**src/rtl/alu_op_sequencer.sv**
```systemverilog
// Stepwise operand-entry front end for the board ALU: debounced step/clear buttons
// load A, B and the function code, then one EXEC cycle latches result and flags for display.
module alu_op_sequencer #(
  parameter int WIDTH           = 5,
  parameter int FUNC_W          = 3,
  parameter int DEBOUNCE_CYCLES = 16
) (
  input  logic              clk,
  input  logic              rst,
  input  logic [4:0]        btn,
  input  logic [15:0]       sw,
  output logic [WIDTH-1:0]  alu_a,
  output logic [WIDTH-1:0]  alu_b,
  output logic [FUNC_W-1:0] alu_func,
  input  logic [WIDTH-1:0]  alu_out,
  input  logic              alu_zero,
  input  logic              alu_ovf,
  input  logic              alu_cout,
  output logic [3:0]        seg1,
  output logic [3:0]        seg2,
  output logic [15:0]       ledr
);

  localparam int CNT_W = $clog2(DEBOUNCE_CYCLES);
  localparam logic [CNT_W-1:0] CNT_MAX = CNT_W'(DEBOUNCE_CYCLES - 1);

  typedef enum logic [2:0] {
    LOAD_A = 3'd0,
    LOAD_B = 3'd1,
    LOAD_F = 3'd2,
    EXEC   = 3'd3,
    SHOW   = 3'd4
  } state_t;

  // Index 0 is the step button, index 1 the clear button.
  logic [1:0]       sync1_q, sync1_d;
  logic [1:0]       sync2_q, sync2_d;
  logic [1:0]       stable_q, stable_d;
  logic [1:0]       stable_dly_q, stable_dly_d;
  logic [1:0]       pulse_q, pulse_d;
  logic [CNT_W-1:0] cnt_q [2];
  logic [CNT_W-1:0] cnt_d [2];

  state_t            state_q, state_d;
  logic [WIDTH-1:0]  a_q, a_d;
  logic [WIDTH-1:0]  b_q, b_d;
  logic [FUNC_W-1:0] func_q, func_d;
  logic [WIDTH-1:0]  res_q, res_d;
  logic              zero_q, zero_d;
  logic              ovf_q, ovf_d;
  logic              cout_q, cout_d;
  logic              valid_q, valid_d;

  logic step_pls;
  logic clr_pls;
  logic [4:0] state_oh;
  logic unused_inputs;

  assign unused_inputs = ^{btn[4:2], sw[15:10+FUNC_W], sw[9:WIDTH]};

  // Synchronize, then accept a new level only after it has persisted long enough.
  always_comb begin
    sync1_d      = btn[1:0];
    sync2_d      = sync1_q;
    stable_d     = stable_q;
    stable_dly_d = stable_q;
    for (int i = 0; i < 2; i++) begin
      cnt_d[i] = '0;
      if (sync2_q[i] != stable_q[i]) begin
        if (cnt_q[i] == CNT_MAX) begin
          stable_d[i] = ~stable_q[i];
        end else begin
          cnt_d[i] = cnt_q[i] + 1'b1;
        end
      end
    end
    pulse_d = stable_q & ~stable_dly_q;
  end

  assign step_pls = pulse_q[0];
  assign clr_pls  = pulse_q[1];

  always_comb begin
    state_d = state_q;
    a_d     = a_q;
    b_d     = b_q;
    func_d  = func_q;
    res_d   = res_q;
    zero_d  = zero_q;
    ovf_d   = ovf_q;
    cout_d  = cout_q;
    valid_d = valid_q;
    if (clr_pls) begin
      state_d = LOAD_A;
      a_d     = '0;
      b_d     = '0;
      func_d  = '0;
      res_d   = '0;
      zero_d  = 1'b0;
      ovf_d   = 1'b0;
      cout_d  = 1'b0;
      valid_d = 1'b0;
    end else begin
      case (state_q)
        LOAD_A: if (step_pls) begin
          a_d     = sw[WIDTH-1:0];
          state_d = LOAD_B;
        end
        LOAD_B: if (step_pls) begin
          b_d     = sw[WIDTH-1:0];
          state_d = LOAD_F;
        end
        LOAD_F: if (step_pls) begin
          func_d  = sw[10 +: FUNC_W];
          state_d = EXEC;
        end
        // The ALU has seen the registered operands for this whole cycle.
        EXEC: begin
          res_d   = alu_out;
          zero_d  = alu_zero;
          ovf_d   = alu_ovf;
          cout_d  = alu_cout;
          valid_d = 1'b1;
          state_d = SHOW;
        end
        SHOW: if (step_pls) begin
          valid_d = 1'b0;
          state_d = LOAD_A;
        end
        default: state_d = LOAD_A;
      endcase
    end
  end

  always_ff @(posedge clk) begin
    if (!rst) begin
      sync1_q      <= '0;
      sync2_q      <= '0;
      stable_q     <= '0;
      stable_dly_q <= '0;
      pulse_q      <= '0;
      for (int i = 0; i < 2; i++) cnt_q[i] <= '0;
      state_q      <= LOAD_A;
      a_q          <= '0;
      b_q          <= '0;
      func_q       <= '0;
      res_q        <= '0;
      zero_q       <= 1'b0;
      ovf_q        <= 1'b0;
      cout_q       <= 1'b0;
      valid_q      <= 1'b0;
    end else begin
      sync1_q      <= sync1_d;
      sync2_q      <= sync2_d;
      stable_q     <= stable_d;
      stable_dly_q <= stable_dly_d;
      pulse_q      <= pulse_d;
      for (int i = 0; i < 2; i++) cnt_q[i] <= cnt_d[i];
      state_q      <= state_d;
      a_q          <= a_d;
      b_q          <= b_d;
      func_q       <= func_d;
      res_q        <= res_d;
      zero_q       <= zero_d;
      ovf_q        <= ovf_d;
      cout_q       <= cout_d;
      valid_q      <= valid_d;
    end
  end

  always_comb begin
    state_oh = 5'b00000;
    case (state_q)
      LOAD_A:  state_oh = 5'b00001;
      LOAD_B:  state_oh = 5'b00010;
      LOAD_F:  state_oh = 5'b00100;
      EXEC:    state_oh = 5'b01000;
      SHOW:    state_oh = 5'b10000;
      default: state_oh = 5'b00000;
    endcase
  end

  assign alu_a    = a_q;
  assign alu_b    = b_q;
  assign alu_func = func_q;
  assign seg1     = res_q[3:0];
  assign seg2     = {3'b000, res_q[4]};
  assign ledr     = {valid_q, 2'b00, state_oh, cout_q, ovf_q, zero_q, res_q[4:0]};

endmodule

```
**config.mk**
```make
export PLATFORM = sky130hd
export DESIGN_NAME = alu_op_sequencer
export DESIGN_NICKNAME = d
export VERILOG_FILES = /design/src/rtl/alu_op_sequencer.sv
export SDC_FILE = /design/constraint.sdc
export NUM_CORES = 1
export LEC_CHECK = 0
export ABC_AREA = 1
export CAP_MARGIN = 20
export CORE_MARGIN = 1
export CORE_UTILIZATION = 35
export CTS_CLUSTER_SIZE = 28
export DETAILED_ROUTE_END_ITERATION = 12
export PLACE_DENSITY = 0.76
export SYNTH_ARGS = -nofsm -noshare
export SYNTH_HDL_FRONTEND = slang
export SYNTH_SLANG_ARGS = --single-unit
export TNS_END_PERCENT = 5
```
**constraint.sdc**
```tcl
create_clock -name clk -period 1.6 [get_ports clk]
set_input_delay 0.48 -clock clk [delete_from_list [all_inputs] [get_ports clk]]
set_output_delay 0.48 -clock clk [all_outputs]
set_load 0.01 [all_outputs]
```
Word-level counts from Yosys, hierarchy flattened
Memory sizes are Yosys's and may differ from the RTL's.
Index checks and enable logic that the tools add are counted.
{ "totals": {"register_bits": 35, "latchBits": 0, "mem_bits_rw": 8, "mem_bits_ro": 0, "input_bits": 31, "word_cells": 63, "memories": 1} }
{ "op_classes": {"addsub": 2, "n_mul": 0, "div_mod_pow": 0, "n_lt_le_gt_ge": 0, "eq_ne": 12, "shifts": 0, "n_mux": 16, "bitwise": 7, "reduce_logical": 10} }
{ "mem_list": {"columns": ["memory", "depth", "width", "rd", "rd_ports_with_merged_regs", "write_ports", "line", "text"], "rows": [
  ["cnt_q", 2, 4, 2, 0, 2, "41", "logic [CNT_W-1:0] cnt_q [2];"]
]} }
{ "ops": {"columns": ["cell", "count"], "rows": [
  ["5-bit one-hot mux with 5 select lines", 1],
  ["4-bit 2-to-1 mux", 6],
  ["3-bit one-hot mux with 5 select lines", 1],
  ["3-bit 2-to-1 mux", 4],
  ["2-bit AND reduction", 6],
  ["4-bit by 1-bit adder with 4-bit output (second input constant)", 2],
  ["4-bit == test (second input constant)", 2],
  ["2-bit inequality test (second input constant)", 4],
  ["3-bit by 2-bit == test with 1-bit output (second input constant)", 2],
  ["4-bit AND reduction", 1],
  ["3-bit by 1-bit == test with 1-bit output (second input constant)", 1],
  ["3-bit == test (second input constant)", 1],
  ["3-bit zero test", 1],
  ["1-bit 2-to-1 mux", 3],
  ["1-bit inverter", 3],
  ["2-bit AND", 1],
  ["1-bit inequality test", 2],
  ["2-bit inverter", 1],
  ["1-bit OR", 2],
  ["1-bit one-hot mux with 2 select lines", 1],
  ["2-bit nonzero test", 1],
  ["2-bit OR reduction", 1]
]} }

Depth between registers and ports, before layout
Gate-level depths: netlist of the first run.
An unclocked memory read counts as a cell.
{ "depth": {"depth_word": 5, "ltp_mapped": 6, "mapped_depth_nobuf": 5} }

Worst setup path before layout of the first run
Ideal clock, no wire load.
{ "synth_path": {"kind": "register to output", "startpoint": "register state_q[2]", "endpoint": "output ledr[12]", "arrival_time_ns": 0.808, "required_time_ns": 1.120, "slack_ns": 0.312, "path_stages_with_launch": 3, "cell_sequence": "dfxtp_1 -> inv_2 -> nor3_1"} }
{ "synth_via": {"elab_chain_cells": 2, "elab_cells_between_ends": 6} }
{ "synth_rtl": {"columns": ["item", "line", "text"], "rows": [
  ["start, declared", "44", "state_t state_q, state_d;"],
  ["start signal, assigned", "159", "state_q <= state_d;"],
  ["3-bit == test (tied with other cells)", "173", "case (state_q)"],
  ["5-bit one-hot mux with 5 select lines (*)", "173", null],
  ["end, declared", "21", "output logic [15:0] ledr"]
]} }
Mark *: on every way between the ends. The rest lies on a longest branch, timed or not.

Worst setup path in the final report of the first run
{ "layout_path": {"startpoint": "register state_q[1]", "endpoint": "output ledr[8]"} }
Same word-level chain as after synthesis.

==> impl_results.md, run 1 <==
- Max Root-Sink Buffers: 2
- Most Crowded Layer GR: met2
- FFs w/ async S/R, synth: 0%
- Hold Crit Depth: 1
- Unrepaired setup endpoints after global routing: true
- Vias in the first global route: 1,308
- Tmin final: 1.54 ns
- Number of synthesized flops with an enable pin: 0
- Initial antenna violation count: 0
- Cell count after synthesis: 228
- Detailed Routing Iterations Pass 1: 2
- YS warnings: 0
- Clock Latency Late Sink: 0.29 ns
- Via count: 1,438
- Via density per instance: 4.10
- CP max FO: 5
- Reg2reg path depth: 4
- CTS Root Cell: clkbuf_8
- Seq/Total Area, Yosys: 47.8%
- LEAKAGE: 1.24 nW
- Grt total ovfl: 0
- Max Clk Rate: 0.648 GHz
- Endpoints failing hold: 0
- Tot GR Track Use: 13.2%
- I/O pin cnt: 68
- Delay-heaviest family, CP: flip-flops
- Distinct cells, synth: 23
- Pin count of the biggest net entering global routing: 14
- Seq cells post-synth: 43
- Most numerous cell in the Yosys netlist: nor2_1
- Critical-path cell list: buf_4 -> nor2_1 -> buf_2
- Core ar.: 0.00485 mm^2
- Number of buffers added on ports: 51
- Fin. max-slew vios: 0
- Initial core utilization: 37.2%
- P&R area growth vs syn: 36.6%
- Clk slew on worst S/H paths: 0.07 ns
- CTS H-tree depth: 2
- Pwr/cell area: 830 mW/mm^2
- Top area cells in the synthesized netlist: dfxtp_1 48%, nor2_1 12%, nand2_1 7.1%, buf_4 6.7%, inv_1 5.4%
- Global-route wire length before repair: 5450 um
- Fin Hold WS: 0.387 ns
- Period utilization: 96.5%
- DP Wirelength: 2470 um
- Placer Congestion: 0.747
- Starting DRT DRC Count: 35
- Post-synth top flop: dfxtp_1
- Crit path required time: 1.12 ns
- Width of the die: 73.8 um
- Cell accounting for the most synthesized area: dfxtp_1
- # rows: 25
- Layout cells sized above 1: 18.7%
- Met3 GRT Util: 5.08%
- Die Y: 73.8 um
- DRC Markers: 0
- Detail Route Antenna Nets: 0
- Clock sink total: 43
- FILL cells: 473
- Worst hold path class: flip-flop to flip-flop
- Routed Wire Length: 3220 um
- Largest stage delay, worst path: 0.36 ns
- Status: finished clean
- Area share of the largest cell type after synthesis: 47.8%
- Syn_area_per_cell: 7.90 um^2
- Antenna cells: 0
- CP Depth: 3
- Top cells by count, synth: 59 x nor2_1, 43 x dfxtp_1, 34 x nand2_1, 26 x inv_1, 16 x buf_4
- Net count, final: 316
- Power Total: 2.04 mW
- Hold buffers post-CTS: 0
- Final Util: 50.8%
- Die area: 0.00544 mm^2
- CTS tree: built
- WP data arrival: 1.06 ns
- CP startpoint kind: flip-flop
- Crit-path slowest cell: dfxtp_2
- GRT met1 Usage: 14.3%
- CTS Buf Count: 5
- Setup Crit Path Kind: flip-flop to output port
- Met2 Usage GRT: 23.4%
- Buf+Inv Stages, Crit Path: 2
- Max_cap viols: 0
- Crit path capture type: output port
- VDD IR max: 0.000504 V
- Clock Skews: 0.00569 ns
- Post-Syn Area: 0.00180 mm^2
- Setup bufs post-CTS: 0
- Final setup fails: 0
- Wirelength per Cell: 9.17 um
-- registers in the layout, summed over array words and instances (netlist names), 2 cells and up --
register and cells:
state_q 3, sync2_q 2, res_q 5, alu_b 5
alu_func 3, cnt_q 8, stable_dly_q 2, sync1_q 2
pulse_q 2, alu_a 5, stable_dly_d 2
-- final cells by class --
class                      count  area [um^2]  share of cell area [%]
sequential                    43          870                    35.3
tap                           67         83.8                    3.41
clock buffer                   6         82.6                    3.36
clock inverter                 2         35.0                    1.42
multi-input combinational    139          709                    28.8
inverter                      30          113                    4.58
timing repair buffer          64          568                    23.1
-- per-stage QoR --
step           setup slack (ns)  cell area (um^2)  TNS (ns)  std cells
2_1_floorplan             0.312              1820         0        232
3_3_place_gp             -0.135              2370    -0.488        343
4_1_cts                 -0.0921              2460    -0.209        351
3_5_place_dp             -0.152              2370    -0.584        343
5_1_grt                -0.00516              2460   -0.0107        351
6_report                 0.0559              2460         0        351
-- worst register-to-register path, stage by stage (launching register included) --
cell     delay (ns)
dfxtp_1        0.52
nand3_2        0.25
nand2_1        0.13
nand2_1        0.05
nor2_1         0.09
-- repair_timing --
item / CTS / global route
resized for setup: 48 / 9
endpoints found under the setup margin: 32 / 4
pin swaps: 0 / 0
-- logic make-up after synthesis --
kind of cell	count (synthesis)	synth area share [%]
xor gates and xnor gates	5	2.43
other	1	0.208
DFF	43	47.8
buffers and inverters	50	14.4
and+or+nand+nor	109	26.6
adders and majority gates	2	1.39
AOI/OAI and AO/OA	18	7.22
-- power breakdown --
group	internal, mW	total [mW]	switching [mW]
Clock	0.505	0.866	0.361
Combinational	0.0606	0.102	0.0417
Sequential	1.07	1.07	0.00296
-- cell usage in the layout, fill, tap and decap left out, types with 3 or more instances in the layout --
| master | Yosys | layout |
|---|---|---|
| inv_2 | 4 | 4 |
| o21ai_0 | 4 | 4 |
| nor2_4 | 2 | 3 |
| a21oi_1 | 3 | 3 |
| xor2_1 | 3 | 3 |
| buf_4 | 16 | 12 |
| dfxtp_1 | 43 | 40 |
| buf_2 | 3 | 4 |
| conb_1 | 1 | 5 |
| inv_1 | 26 | 26 |
| clkbuf_8 | 0 | 6 |
| nor2_1 | 59 | 58 |
| dlygate4sd2_1 | 0 | 27 |
| o21ai_2 | 8 | 8 |
| nand3_1 | 7 | 7 |
| nand2_1 | 34 | 34 |
| clkdlybuf4s50_1 | 0 | 19 |
-- routing by layer --
metal / part of all wire (%) / vias up / wire (um)
li1: - / 772 / -
met1: 43 / 631 / 1370
met2: 51 / 29 / 1660
met3: 4.6 / 6 / 148
met4: 1.4 / 0 / 44
met5: 0 / - / 0
-- worst paths after layout --
kind	start	endpoint	slack, ns
min	stable_dly_q[1]	pulse_q[1]	0.39
max	state_q[1]	ledr[8]	0.06
min reg2reg	stable_dly_q[1]	pulse_q[1]	0.39
max reg2reg	pulse_q[0]	alu_a[3]	0.52
Power figures use the tool's default switching activity.
==> run 2: changes to the inputs <==
--- a/config.mk
+++ b/config.mk
@@ -15,4 +15,4 @@
 export SYNTH_ARGS = -nofsm -noshare
 export SYNTH_HDL_FRONTEND = slang
 export SYNTH_SLANG_ARGS = --single-unit
-export TNS_END_PERCENT = 5
+export TNS_END_PERCENT = 30
==> run 2 against run 1 <==
  * Clock-buffer cell count is the same
  * Final cell count unchanged
  * Register-to-register slack got worse by 0.02 ns
  * Global-route usage about the same
  * Utilization did not move
  * Critical path type unchanged
==> impl_results.md, run 2 (same netlist as run 1, synthesis figures left out) <==
- Switch share: 19.9% (+0.078 points)
- Critical-path cell list: buf_4 -> nor2_1 -> buf_2
- CP max FO: 5 (unchanged)
- WP data arrival: 1.07 ns (about the same)
- Core ar.: 0.00485 mm^2 (unchanged)
- Buf+Inv Stages, Crit Path: 2 (unchanged)
- Via count: 1,446 (+0.56%)
- Pre-CTS setup slack: -0.152 ns (unchanged)
- FF+latch area: 870 um^2 (unchanged)
- Worst hold path class: flip-flop to flip-flop
- Setup slack, reg-to-reg: 0.50 ns (-0.02 ns)
- Antenna cells: 0 (unchanged)
- Pin count of the biggest net entering global routing: 14 (unchanged)
- CTS tree: built
- Max_cap viols: 0 (unchanged)
- Global-route wire length before repair: 5450 um (unchanged)
- Via density per instance: 4.12 (+0.56%)
- Wirelength per Cell: 9.24 um (+0.75%)
- Tmin final: 1.55 ns (+0.00244 ns)
- Switching power of the nets: 0.408 mW (+0.48%)
- FILL cells: 473 (unchanged)
- Net count, final: 316 (unchanged)
- Grt total ovfl: 0 (unchanged)
- Clk slew on worst S/H paths: 0.07 ns (about the same)
- P&R area growth vs syn: 36.6% (unchanged)
- Placer Congestion: 0.747 (unchanged)
- Hold buffers post-CTS: 0 (unchanged)
- Commonest cells after routing, fill and taps aside: 58 x nor2_1, 40 x dfxtp_1, 34 x nand2_1, 27 x dlygate4sd2_1, 26 x inv_1
- DP Wirelength: 2470 um (unchanged)
- Initial core utilization: 37.2% (unchanged)
- LEAKAGE: 1.24 nW (unchanged)
- CTS H-tree depth: 2 (unchanged)
- Hold EP: pulse_q[1]
- Power Total: 2.05 mW (about the same)
- Endpoints failing hold: 0 (unchanged)
- Setup ws final: 0.0534 ns (-0.00244 ns)
- Width of the die: 73.8 um (unchanged)
- Met3 GRT Util: 5.08% (unchanged)
- Post-route insts no fill: 351 (unchanged)
- Routed Wire Length: 3240 um (+0.75%)
- Met2 Usage GRT: 23.6% (+0.20 points)
- Clock Skews: 0.00620 ns (+0.000509 ns)
- Most Crowded Layer GR: met2
- Fin Hold WS: 0.387 ns (-0.000333 ns)
- Reg2reg path depth: 4 (unchanged)
- Commonest non-fill, non-tap cell in the layout: nor2_1
- Unrepaired setup endpoints after global routing: true
- CP startpoint kind: flip-flop
- DRC Markers: 0 (unchanged)
- Detailed Routing Iterations Pass 1: 4 (+2)
- Detail Route Antenna Nets: 0 (unchanged)
- Largest stage delay, worst path: 0.37 ns (about the same)
- Hold Path Origin: stable_dly_q[1]
- GRT met1 Usage: 14.2% (-0.17 points)
- Reg2Reg Launch Point: pulse_q[0]
- Crit-path slowest cell: dfxtp_2
- Max reg flops: 8 (unchanged)
- Crit path capture type: output port
- Max Root-Sink Buffers: 2 (unchanged)
- Layout cells sized above 1: 18.7% (unchanged)
- Area of the multi-input gates: 709 um^2 (unchanged)
- Number of buffers added on ports: 51 (unchanged)
- Clock share of power: 42.5% (about the same)
- Tot GR Track Use: 13.3% (+0.029 points)
- Sequential share of power: 52.5% (about the same)
- Initial antenna violation count: 0 (unchanged)
- Status: finished clean
- Clock sink total: 43 (unchanged)
- Top reg by flops: cnt_q
- Pwr/cell area: 831 mW/mm^2 (about the same)
- Die Y: 73.8 um (unchanged)
- Final Util: 50.8% (unchanged)
- VDD IR max: 0.000504 V (about the same)
- Die area: 0.00544 mm^2 (unchanged)
- Proportion of power drawn by combinational gates: 5.0% (about the same)
- Clock Latency Late Sink: 0.29 ns (about the same)
- CTS Buf Count: 5 (unchanged)
- Starting DRT DRC Count: 42 (+20%)
- Fin. max-slew vios: 0 (unchanged)
- Delay-heaviest family, CP: flip-flops
- Final setup fails: 0 (unchanged)
- Vias in the first global route: 1,319 (+0.84%)
- Inst Count DP: 343 (unchanged)
- Setup Crit Path Kind: flip-flop to output port
- CTS Root Cell: clkbuf_8
- # rows: 25 (unchanged)
- Hold Crit Depth: 1 (unchanged)
- Worst r2r dst: alu_a[3]
- Pint: 1.64 mW (about the same)
- Max Clk Rate: 0.647 GHz (-0.16%)
- I/O pin cnt: 68 (unchanged)
- Period utilization: 96.7% (+0.15 points)
- Crit path required time: 1.12 ns (about the same)
==> run 2: per-stage QoR <==
stage	cell area (um^2)	TNS, ns
after global routing	2460	-0.00724
after detailed placement	2370	-0.584
after floorplan	1820	0
after global placement	2370	-0.488
final	2460	0
after CTS	2460	-0.0666
==> run 2: what timing repair did <==
action	4_1_cts	5_1_grt
buffers inserted	0	0
setup endpoints to repair	32	4
gates resized for setup	54	3
pin swaps	0	0
==> run 2: cell type report <==
class,count,share of cell area [%]
Sequential cell,43,35.3
Inverter,30,4.58
Clock inverter,2,1.42
Timing Repair Buffer,64,23.1
Multi-Input combinational cell,139,28.8
Tap cell,67,3.41
Clock buffer,6,3.36
==> run 2: power by group through the flow <==
stage / registers [mW] / clock network, mW / logic (mW)
floorplan: 1.10 / 0 / 0.0477
global placement: 1.10 / 0 / 0.102
detailed placement: 1.10 / 0 / 0.103
CTS: 1.07 / 0.891 / 0.103
global route: 1.08 / 0.942 / 0.113
finish: 1.07 / 0.868 / 0.102
==> run 2: how the worst max path moves through the flow <==
stage	cells past startpoint	slack, ns	endpoint	from
floorplan	2	0.31	ledr[12]	state_q[2]
global placement	3	-0.14	ledr[9]	state_q[0]
detailed placement	3	-0.15	ledr[9]	state_q[0]
CTS	3	-0.07	ledr[9]	state_q[2]
global route	4	-0.005	ledr[8]	state_q[2]
finish	3	0.05	ledr[8]	state_q[1]
==> run 2: layer usage <==
metal | wire length (um) | vias to the layer above | part of all wire (%)
met4 | 45 | 0 | 1.4
met2 | 1680 | 30 | 52
met5 | 0 | - | 0
met1 | 1370 | 637 | 42
met3 | 149 | 5 | 4.6
li1 | - | 774 | -
==> run 3: changes to the inputs <==
--- a/config.mk
+++ b/config.mk
@@ -11,6 +11,7 @@
 export CORE_UTILIZATION = 35
 export CTS_CLUSTER_SIZE = 28
 export DETAILED_ROUTE_END_ITERATION = 12
+export HOLD_SLACK_MARGIN = 0.02
 export PLACE_DENSITY = 0.76
 export SYNTH_ARGS = -nofsm -noshare
 export SYNTH_HDL_FRONTEND = slang
==> results of run 3 <==
Same layout as run 2: the final DEF is identical, and so are final timing and power.
